$ cat src/rtl/cpu_run_controller.sv
// cpu_run_controller: run sequencer for pipelined_cpu.
// Holds core reset, runs with a watchdog, counts cycles and retires.
module cpu_run_controller #(
  parameter int RESET_CYCLES = 2,
  parameter int MAX_CYCLES   = 50,
  parameter int CNT_W        = 16,
  parameter int RET_W        = 16
) (
  input  logic             clk,
  input  logic             reset,
  input  logic             restart,
  input  logic             core_halt,
  input  logic             core_retire,
  output logic             core_reset,
  output logic             running,
  output logic             done,
  output logic             timeout,
  output logic [CNT_W-1:0] cycle_count,
  output logic [RET_W-1:0] retire_count,
  output logic [1:0]       state
);

  typedef enum logic [1:0] {
    S_HOLD    = 2'd0,
    S_RUN     = 2'd1,
    S_HALTED  = 2'd2,
    S_TIMEOUT = 2'd3
  } state_e;

  localparam logic [CNT_W-1:0] HOLD_LAST =
    CNT_W'(RESET_CYCLES - 1);
  localparam logic [CNT_W-1:0] RUN_LAST =
    CNT_W'(MAX_CYCLES - 1);
  localparam logic [CNT_W-1:0] CNT_ONE = CNT_W'(1);
  localparam logic [RET_W-1:0] RET_ONE = RET_W'(1);

  state_e           state_q;
  state_e           state_d;
  logic [CNT_W-1:0] hold_q;
  logic             hold_end;
  logic             wd_end;

  assign hold_end = (hold_q == HOLD_LAST);
  assign wd_end   = (cycle_count == RUN_LAST);

  // state register
  always_ff @(posedge clk or negedge reset) begin
    if (!reset) begin
      state_q <= S_HOLD;
    end else begin
      state_q <= state_d;
    end
  end

  // next state; restart wins, halt beats watchdog
  always_comb begin
    state_d = state_q;
    if (restart) begin
      state_d = S_HOLD;
    end else begin
      unique case (state_q)
        S_HOLD: begin
          if (hold_end) state_d = S_RUN;
        end
        S_RUN: begin
          if (core_halt) state_d = S_HALTED;
          else if (wd_end) state_d = S_TIMEOUT;
        end
        S_HALTED:  state_d = S_HALTED;
        S_TIMEOUT: state_d = S_TIMEOUT;
      endcase
    end
  end

  // hold, cycle and retire counters, saturating
  always_ff @(posedge clk or negedge reset) begin
    if (!reset) begin
      hold_q       <= '0;
      cycle_count  <= '0;
      retire_count <= '0;
    end else if (restart) begin
      hold_q       <= '0;
      cycle_count  <= '0;
      retire_count <= '0;
    end else begin
      if (state_q == S_HOLD && hold_q != '1) begin
        hold_q <= hold_q + CNT_ONE;
      end
      if (state_q == S_RUN) begin
        if (cycle_count != '1) begin
          cycle_count <= cycle_count + CNT_ONE;
        end
        if (core_retire && retire_count != '1) begin
          retire_count <= retire_count + RET_ONE;
        end
      end
    end
  end

  assign core_reset = (state_q != S_RUN);
  assign running    = (state_q == S_RUN);
  assign done       = (state_q == S_HALTED);
  assign timeout    = (state_q == S_TIMEOUT);
  assign state      = state_q;

endmodule
$ cat config.mk
export PLATFORM = sky130hd
export DESIGN_NAME = cpu_run_controller
export DESIGN_NICKNAME = d
export VERILOG_FILES = /design/src/rtl/cpu_run_controller.sv
export SDC_FILE = /design/constraint.sdc
export NUM_CORES = 1
export LEC_CHECK = 0
export ABC_CLOCK_PERIOD_IN_PS = 2000
export CAP_MARGIN = 20
export CELL_PAD_IN_SITES_DETAIL_PLACEMENT = 1
export CELL_PAD_IN_SITES_GLOBAL_PLACEMENT = 1
export CORE_UTILIZATION = 41
export DETAILED_ROUTE_END_ITERATION = 12
export PLACE_DENSITY_LB_ADDON = 0.2
export SLEW_MARGIN = 30
export SYNTH_ARGS = -nofsm -noshare
export SYNTH_HDL_FRONTEND = slang
export SYNTH_SLANG_ARGS = --single-unit
$ cat constraint.sdc
create_clock -name clk -period 2 [get_ports clk]
set_clock_uncertainty 0.05 [all_clocks]
set_input_delay 0.4 -clock clk [delete_from_list [all_inputs] [get_ports clk]]
set_output_delay 0.4 -clock clk [all_outputs]
set_load 0.02 [all_outputs]
==> metrics.md, run 1 <==
| Metric | Value |
|---|---|
| CP max FO | 8 |
| Switching power | 0.000723 W |
| Most used routing layer | met2 |
| Final Cycle Share | 96.8% |
| CTS root buf | clkbuf_8 |
| First-pass GRT wire length | 14000 um |
| Worst Reg-to-Reg Cells | 4 |
| Ys async rst share | 100% |
| Power Density | 604 nW/um2 |
| Final setup violation count | 0 |
| DRC Markers | 0 |
| Status | finished, final reports clean |
| Largest delay contributor family on the critical path | buffers and inverters |
| Crit path cell chain | nand2b_2, clkinv_2, dlygate4sd2_1 |
| R2r endpoint | hold_q[11]$_DFFE_PN0P_ |
| CTS clock-pin slew for the worst setup and hold paths | 90 ps |
| Iter 0 DRT Violations | 106 |
| Area Growth Syn to Fin | 28.1% |
| Met1 Use GR | 30.8% |
| Ys Warns | 0 |
| Final std cells w/o fill | 484 |
| Total gr overflow | 0 |
| Ports | 43 |
| Clk buf depth | 2 |
| Min Tclk post-route | 1940 ps |
| Routed WL per cell | 17.0 um |
| Layout Nets | 398 |
| Combinational fraction of design power | 25.7% |
| Via-per-instance ratio | 5.84 |
| Final Instance Area | 3750 um2 |
| Critical Path Sink Type | primary output |
| Worst min path class | in2async |
| CP startpoint kind | register |
| Die Y | 86.5 um |
| Die W | 86.5 um |
| Clock Power Share | 25.3% |
| Predominant post-synthesis flop cell | dfrtp_1 |
| DPL Wire Length | 6000 um |
| Commonest non-fill, non-tap cell in the layout | dfrtp_1 |
| Worst-margin pin slew | 554 ps |
| Placed insts | 477 |
| Die Area | 7480 um2 |
| EDFF count, synth | 0 |
| CTS sink count | 50 |
| Port-buffer cells | 42 |
| Instance area at placement | 3650 um2 |
| Synth Instances | 320 |
| # fillers | 820 |
| Core area | 6830 um2 |
| Sequential fraction of the synthesis area | 42.8% |
| Arr. time, crit path | 1490 ps |
| Starting density of the core | 42.8% |
| TNS Setup | 0 ps |
| CTS buffer count | 5 |
| Synthesized cell area | 2930 um2 |
| Most frequent cells in the layout | dfrtp_1 (47), a21oi_1 (36), clkdlybuf4s50_1 (34), buf_4 (31), nand2_1 (19) |
| RSZ-0062 raised after global routing | no |
| Pint | 0.00154 W |
| Syn Nets | 330 |
| Share of cells above drive strength 1 | 13.9% |
| Number of global-route vias before repair | 2866 |
| Reg2reg setup slack | 140 ps |
| Sw Share | 31.9% |
| Max IR drop VDD | 406 uV |
| DR pass1 iterations | 4 |
| Clock latency at the later pin of the worst-skew pair | 300 ps |
| Routing usage on met3 | 3.52% |
| Met2 Use GR | 40.8% |
| Slew Limit Fails | 0 |
| Pin count of the biggest net entering global routing | 51 |
| Crit-path max cell delay | 470 ps |
| Vias after detailed routing | 2825 |
| Antenna violations before repair | 0 |
| GP Congestion | 0.811 |
| Total GRT Usage | 23.6% |
| Total of max-cap violations | 0 |
| Fmax | 0.517 GHz |
| Crit path buf inv count | 2 |
| Routed Antenna Nets | 0 |
| Required time of the critical path | 1550 ps |
| P_leak | 1.54 nW |
| Headroom to the max-slew limit | 63.0% |
| Reg-to-reg critical path startpoint | state[1]$_DFFE_PN0P_ |
| Total power | 0.00227 W |
| WL final | 8220 um |
| Antenna cells | 0 |
| Row cnt | 30 |
| Count of cell types in the netlist | 49 |
| H-tree lvl count | 2 |
| Yosys reg bits | 50 |
| Hold buffers post-CTS | 0 |
| Final number of hold-violating endpoints | 0 |
| Share of power burned in registers | 49.0% |
| Critical path class | reg2out |
| Final hold slack | 18.2 ps |
| Slowest CP cell | dfrtp_2 |
| TritonCTS clock tree | done |
| Syn Area/Cell | 9.14 um2 |
-- state kept, by name (all words and copies together), names as in the netlist --
signal and cells:
state 2, retire_count 16, cycle_count 16, hold_q 16
-- how the worst max path moves through the flow --
stage | startpoint | to | slack [ps] | cells past startpoint
after floorplan | state[1]$_DFFE_PN0P_ | retire_count[9]$_DFFE_PN0P_ | 50 | 5
after global placement | core_retire | retire_count[10]$_DFFE_PN0P_ | -100 | 5
after detailed placement | core_retire | retire_count[10]$_DFFE_PN0P_ | -140 | 5
after CTS | state[0]$_DFFE_PN0P_ | timeout | 20 | 2
after global routing | state[1]$_DFFE_PN0P_ | hold_q[15]$_DFFE_PN0P_ | 20 | 4
final | state[1]$_DFFE_PN0P_ | running | 60 | 3
-- through the flow --
step	util, %	worst slack [ps]
floorplan	-	46.6
global placement	53.4	-97.7
detailed placement	53.4	-139
CTS	54.5	17.4
global route	54.9	19.0
finish	54.9	64.8
-- what timing repair did --
item                       in CTS  in global routing
setup buffers                   0                  0
resized for setup               5                  7
hold endpoints to repair        0                  0
setup endpoints to repair       6                 10
-- power by group through the flow --
stage	registers, W	clock network, W	logic, W
after floorplan	0.00116	0	0.000276
after global placement	0.00112	0	0.000573
after detailed placement	0.00113	0	0.000597
after CTS	0.00111	0.000596	0.000589
after global routing	0.00112	0.000630	0.000639
final	0.00111	0.000574	0.000583
-- worst reg2reg max path, delay by kind of cell, from the launching register on --
family / cells / cell delay [ps]
compound gates: 1 / 180
flops: 1 / 470
simple gates: 3 / 1100
-- area by class of cell --
class	instances	area (um2)	share of cell area, %
multi-input combinational	247	1590	42.5
clock buffer	7	76.3	2.04
sequential	50	1250	33.5
timing repair buffer	74	667	17.8
tap	96	120	3.20
inverter	10	38.8	1.03
-- layer usage --
| layer | wire length, um | vias up |
|---|---|---|
| li1 | - | 1363 |
| met4 | 121 | 0 |
| met2 | 4120 | 42 |
| met5 | 0 | - |
| met3 | 224 | 11 |
| met1 | 3750 | 1409 |
-- logic make-up (layout without fill, tap and decap cells) --
| kind of cell | count (synthesis) | count (layout) | synth area share [%] |
|---|---|---|---|
| DFF | 50 | 50 | 42.8 |
| adders and majority gates | 5 | 5 | 2.14 |
| and+or+nand+nor | 152 | 152 | 31.3 |
| AOI/OAI and AO/OA | 78 | 78 | 16.2 |
| xor gates and xnor gates | 3 | 3 | 0.898 |
| muxes | 9 | 9 | 3.38 |
| buffers and inverters | 23 | 91 | 3.34 |
-- Yosys cell counts, types with 2 or more instances --
cell type | instances | area share, %
mux2_1 | 6 | 2.3
nor4b_1 | 2 | 0.60
nor2_1 | 17 | 2.2
o31ai_1 | 16 | 4.1
o2111ai_1 | 2 | 0.60
clkbuf_1 | 5 | 0.64
nor4_1 | 9 | 1.9
nand3_1 | 18 | 3.1
dfrtp_1 | 50 | 43
a31oi_1 | 2 | 0.43
xor2_1 | 2 | 0.60
nor2b_1 | 9 | 1.9
nand2b_1 | 2 | 0.43
nand4_1 | 11 | 2.4
and2_1 | 3 | 0.64
or4_1 | 18 | 4.6
and4_1 | 7 | 2.1
and3_1 | 7 | 1.5
nand2_1 | 19 | 2.4
or2_2 | 2 | 0.43
buf_1 | 2 | 0.26
nor3_1 | 7 | 1.2
ha_1 | 5 | 2.1
inv_1 | 9 | 1.2
o21ai_0 | 12 | 2.1
or3_1 | 12 | 2.6
mux2i_1 | 2 | 0.68
a21oi_1 | 36 | 6.2
and4b_1 | 2 | 0.68
buf_2 | 5 | 0.86
a211oi_1 | 2 | 0.51
o21ai_1 | 2 | 0.34
(Power assumes the default switching activity.)
==> run 2, diff against run 1 <==
SETUP_SLACK_MARGIN = 0.3   (was default)
SLEW_MARGIN = default   (was 30)
==> metrics.md, run 2 (synthesized netlist as in run 1, its figures left out) <==
| Metric | Value |
|---|---|
| Port-buffer cells | 42 (unchanged) |
| Max IR drop VDD | 553 uV (+36%) |
| DRC Markers | 0 (unchanged) |
| First-pass GRT wire length | 17500 um (+25%) |
| Commonest non-fill, non-tap cell in the layout | buf_4 |
| Switching power | 0.000961 W (+33%) |
| CTS sink count | 50 (unchanged) |
| Final hold slack | 12.8 ps (-5.36 ps) |
| Area Growth Syn to Fin | 55.3% |
| Required time of the critical path | 2190 ps (+640 ps) |
| WL final | 12300 um (+50%) |
| Largest registers | cycle_count x16, hold_q x16, retire_count x16 |
| Final setup violation count | 0 (unchanged) |
| # fillers | 753 (-8.2%) |
| FF+latch area | 1280 um2 (+2.2%) |
| Combinational fraction of design power | 34.6% (+8.9 points) |
| CP startpoint kind | register |
| Final Util | 66.5% (+12 points) |
| CTS buffer count | 5 (unchanged) |
| Die Area | 7480 um2 (unchanged) |
| Clk buf depth | 2 (unchanged) |
| GP Congestion | 0.812 (+0.12%) |
| Arr. time, crit path | 2070 ps (+580 ps) |
| Ports | 43 (unchanged) |
| CTS clock-pin slew for the worst setup and hold paths | 100 ps (about the same) |
| Hold buffers post-CTS | 0 (unchanged) |
| Most frequent cells in the layout | buf_4 (70), dlygate4sd2_1 (32), dfrtp_2 (25), dfrtp_1 (25), a21oi_1 (23) |
| Antenna cells | 0 (unchanged) |
| Worst-margin pin slew | 717 ps (+163 ps) |
| Pin count of the biggest net entering global routing | 51 (unchanged) |
| Share of cells above drive strength 1 | 43.7% (+30 points) |
| Placed insts | 457 (-4.2%) |
| Iter 0 DRT Violations | 143 (+35%) |
| Number of global-route vias before repair | 3310 (+15%) |
| Total GRT Usage | 30.1% (+6.5 points) |
| Via-per-instance ratio | 6.21 (+6.4%) |
| Area of the multi-input gates | 1990 um2 (+25%) |
| Antenna violations before repair | 0 (unchanged) |
| Total of max-cap violations | 0 (unchanged) |
| TritonCTS clock tree | done |
| Pint | 0.00176 W (+14%) |
| Status | finished, final reports clean |
| Die W | 86.5 um (unchanged) |
| Worst min path class | in2async |
| CP max FO | 6 (-2) |
| H-tree lvl count | 2 (unchanged) |
| Min Tclk post-route | 1880 ps (-51.0 ps) |
| Critical path class | reg2reg |
| Worst Reg-to-Reg Cells | 6 (+2) |
| Power Density | 599 nW/um2 (-0.83%) |
| Share of power burned in registers | 41.7% (-7.3 points) |
| Die Y | 86.5 um (unchanged) |
| Final number of hold-violating endpoints | 0 (unchanged) |
| DPL Wire Length | 5850 um (-2.5%) |
| Final Cycle Share | 94.2% (-2.6 points) |
| DR pass1 iterations | 4 (unchanged) |
| Core area | 6830 um2 (unchanged) |
| Critical Path Sink Type | register |
| Total gr overflow | 0 (unchanged) |
| Starting density of the core | 42.8% (unchanged) |
| Slew Limit Fails | 0 (unchanged) |
| Routed WL per cell | 23.0 um (+35%) |
| Headroom to the max-slew limit | 52.2% (-11 points) |
| Layout Nets | 448 (+13%) |
| Clock latency at the later pin of the worst-skew pair | 310 ps (about the same) |
| Fmax | 0.531 GHz (+2.7%) |
| CTS root buf | clkbuf_8 |
| Routed Antenna Nets | 0 (unchanged) |
| Final std cells w/o fill | 535 (+11%) |
| TNS Setup | 0 ps (unchanged) |
| P_leak | 1.97 nW (+28%) |
| Clock Power Share | 23.8% (-1.5 points) |
| RSZ-0062 raised after global routing | yes |
| Row cnt | 30 (unchanged) |
| Vias after detailed routing | 3322 (+18%) |
| Sw Share | 35.3% (+3.4 points) |
-- run 2: changes by cell type in the layout (fill, tap and decap cells not counted), sizes merged --
cell | previous run | this run
dlymetal6s2s | 3 | 0
clkinv | 1 | 2
clkdlybuf4s15 | 0 | 2
nand4 | 13 | 14
dlygate4sd2 | 3 | 32
clkbuf | 7 | 9
clkdlybuf4s50 | 34 | 1
buf | 34 | 86
-- run 2: layout make-up --
class,instances,area share [%]
Clock buffer,7,1.90
Clock inverter,1,0.110
Timing Repair Buffer,123,22.3
Tap cell,96,2.64
Multi-Input combinational cell,248,43.7
Sequential cell,50,28.2
Inverter,10,1.10
-- run 2: path summary, 6_finish.rpt --
check	start	endpoint	slack [ps]
max in group asynchronous	reset	retire_count[3]$_DFFE_PN0P_	1620
max	state[1]$_DFFE_PN0P_	retire_count[14]$_DFFE_PN0P_	120
min in group clk	cycle_count[12]$_DFFE_PN0P_	cycle_count[12]$_DFFE_PN0P_	540
max reg2reg	state[1]$_DFFE_PN0P_	retire_count[14]$_DFFE_PN0P_	120
min reg2reg	cycle_count[12]$_DFFE_PN0P_	cycle_count[12]$_DFFE_PN0P_	540
min	reset	cycle_count[11]$_DFFE_PN0P_	10
-- run 2: routing by layer --
layer  wire length [um]  global-route usage [%]  vias to the layer above  part of all wire, %
li1                   -                       -                     1465                    -
met1               5130                    38.4                     1709                   42
met2               6180                    52.4                      105                   50
met3                511                    4.29                       43                  4.2
met4                491                    10.2                        0                  4.0
met5                  0                       0                        -                    0
-- run 2: power by group through the flow --
stage | sequential [W] | combinational [W] | clock (W)
2_1_floorplan | 0.00117 | 0.000294 | 0
3_3_place_gp | 0.00116 | 0.000529 | 0
3_5_place_dp | 0.00117 | 0.000547 | 0
4_1_cts | 0.00112 | 0.000826 | 0.000653
5_1_grt | 0.00114 | 0.000989 | 0.000698
6_report | 0.00113 | 0.000942 | 0.000647
-- run 2: critical path, stage by stage, from the launching register on --
cell and delay [ps]:
dfrtp_2 490, buf_6 140, and4b_4 390, buf_6 120, nand3b_1 90, or3_1 380, a21oi_2 150
-- run 2: what timing repair did --
item / CTS / global route
hold endpoints to repair: 0 / 0
endpoints found under the setup margin: 73 / 52
pin swaps: 24 / 28
buffers inserted: 41 / 27
gates cloned: 2 / 0
gates resized for setup: 108 / 54
-- run 2: metrics by stage --
| stage | worst slack, ps | instance area (um2) | total power, W |
|---|---|---|---|
| floorplan | 221 | 3000 | 0.00147 |
| global placement | -193 | 3560 | 0.00169 |
| detailed placement | -234 | 3560 | 0.00171 |
| CTS | 143 | 4180 | 0.00260 |
| global route | 70.7 | 4540 | 0.00282 |
| finish | 116 | 4540 | 0.00272 |
==> run 3, diff against run 2 <==
ABC_AREA = 0   (was default)
CTS_CLUSTER_SIZE = 10   (was default)
==> results of run 3 <==
Same layout as run 2: the final DEF is identical, and so are final timing and power.
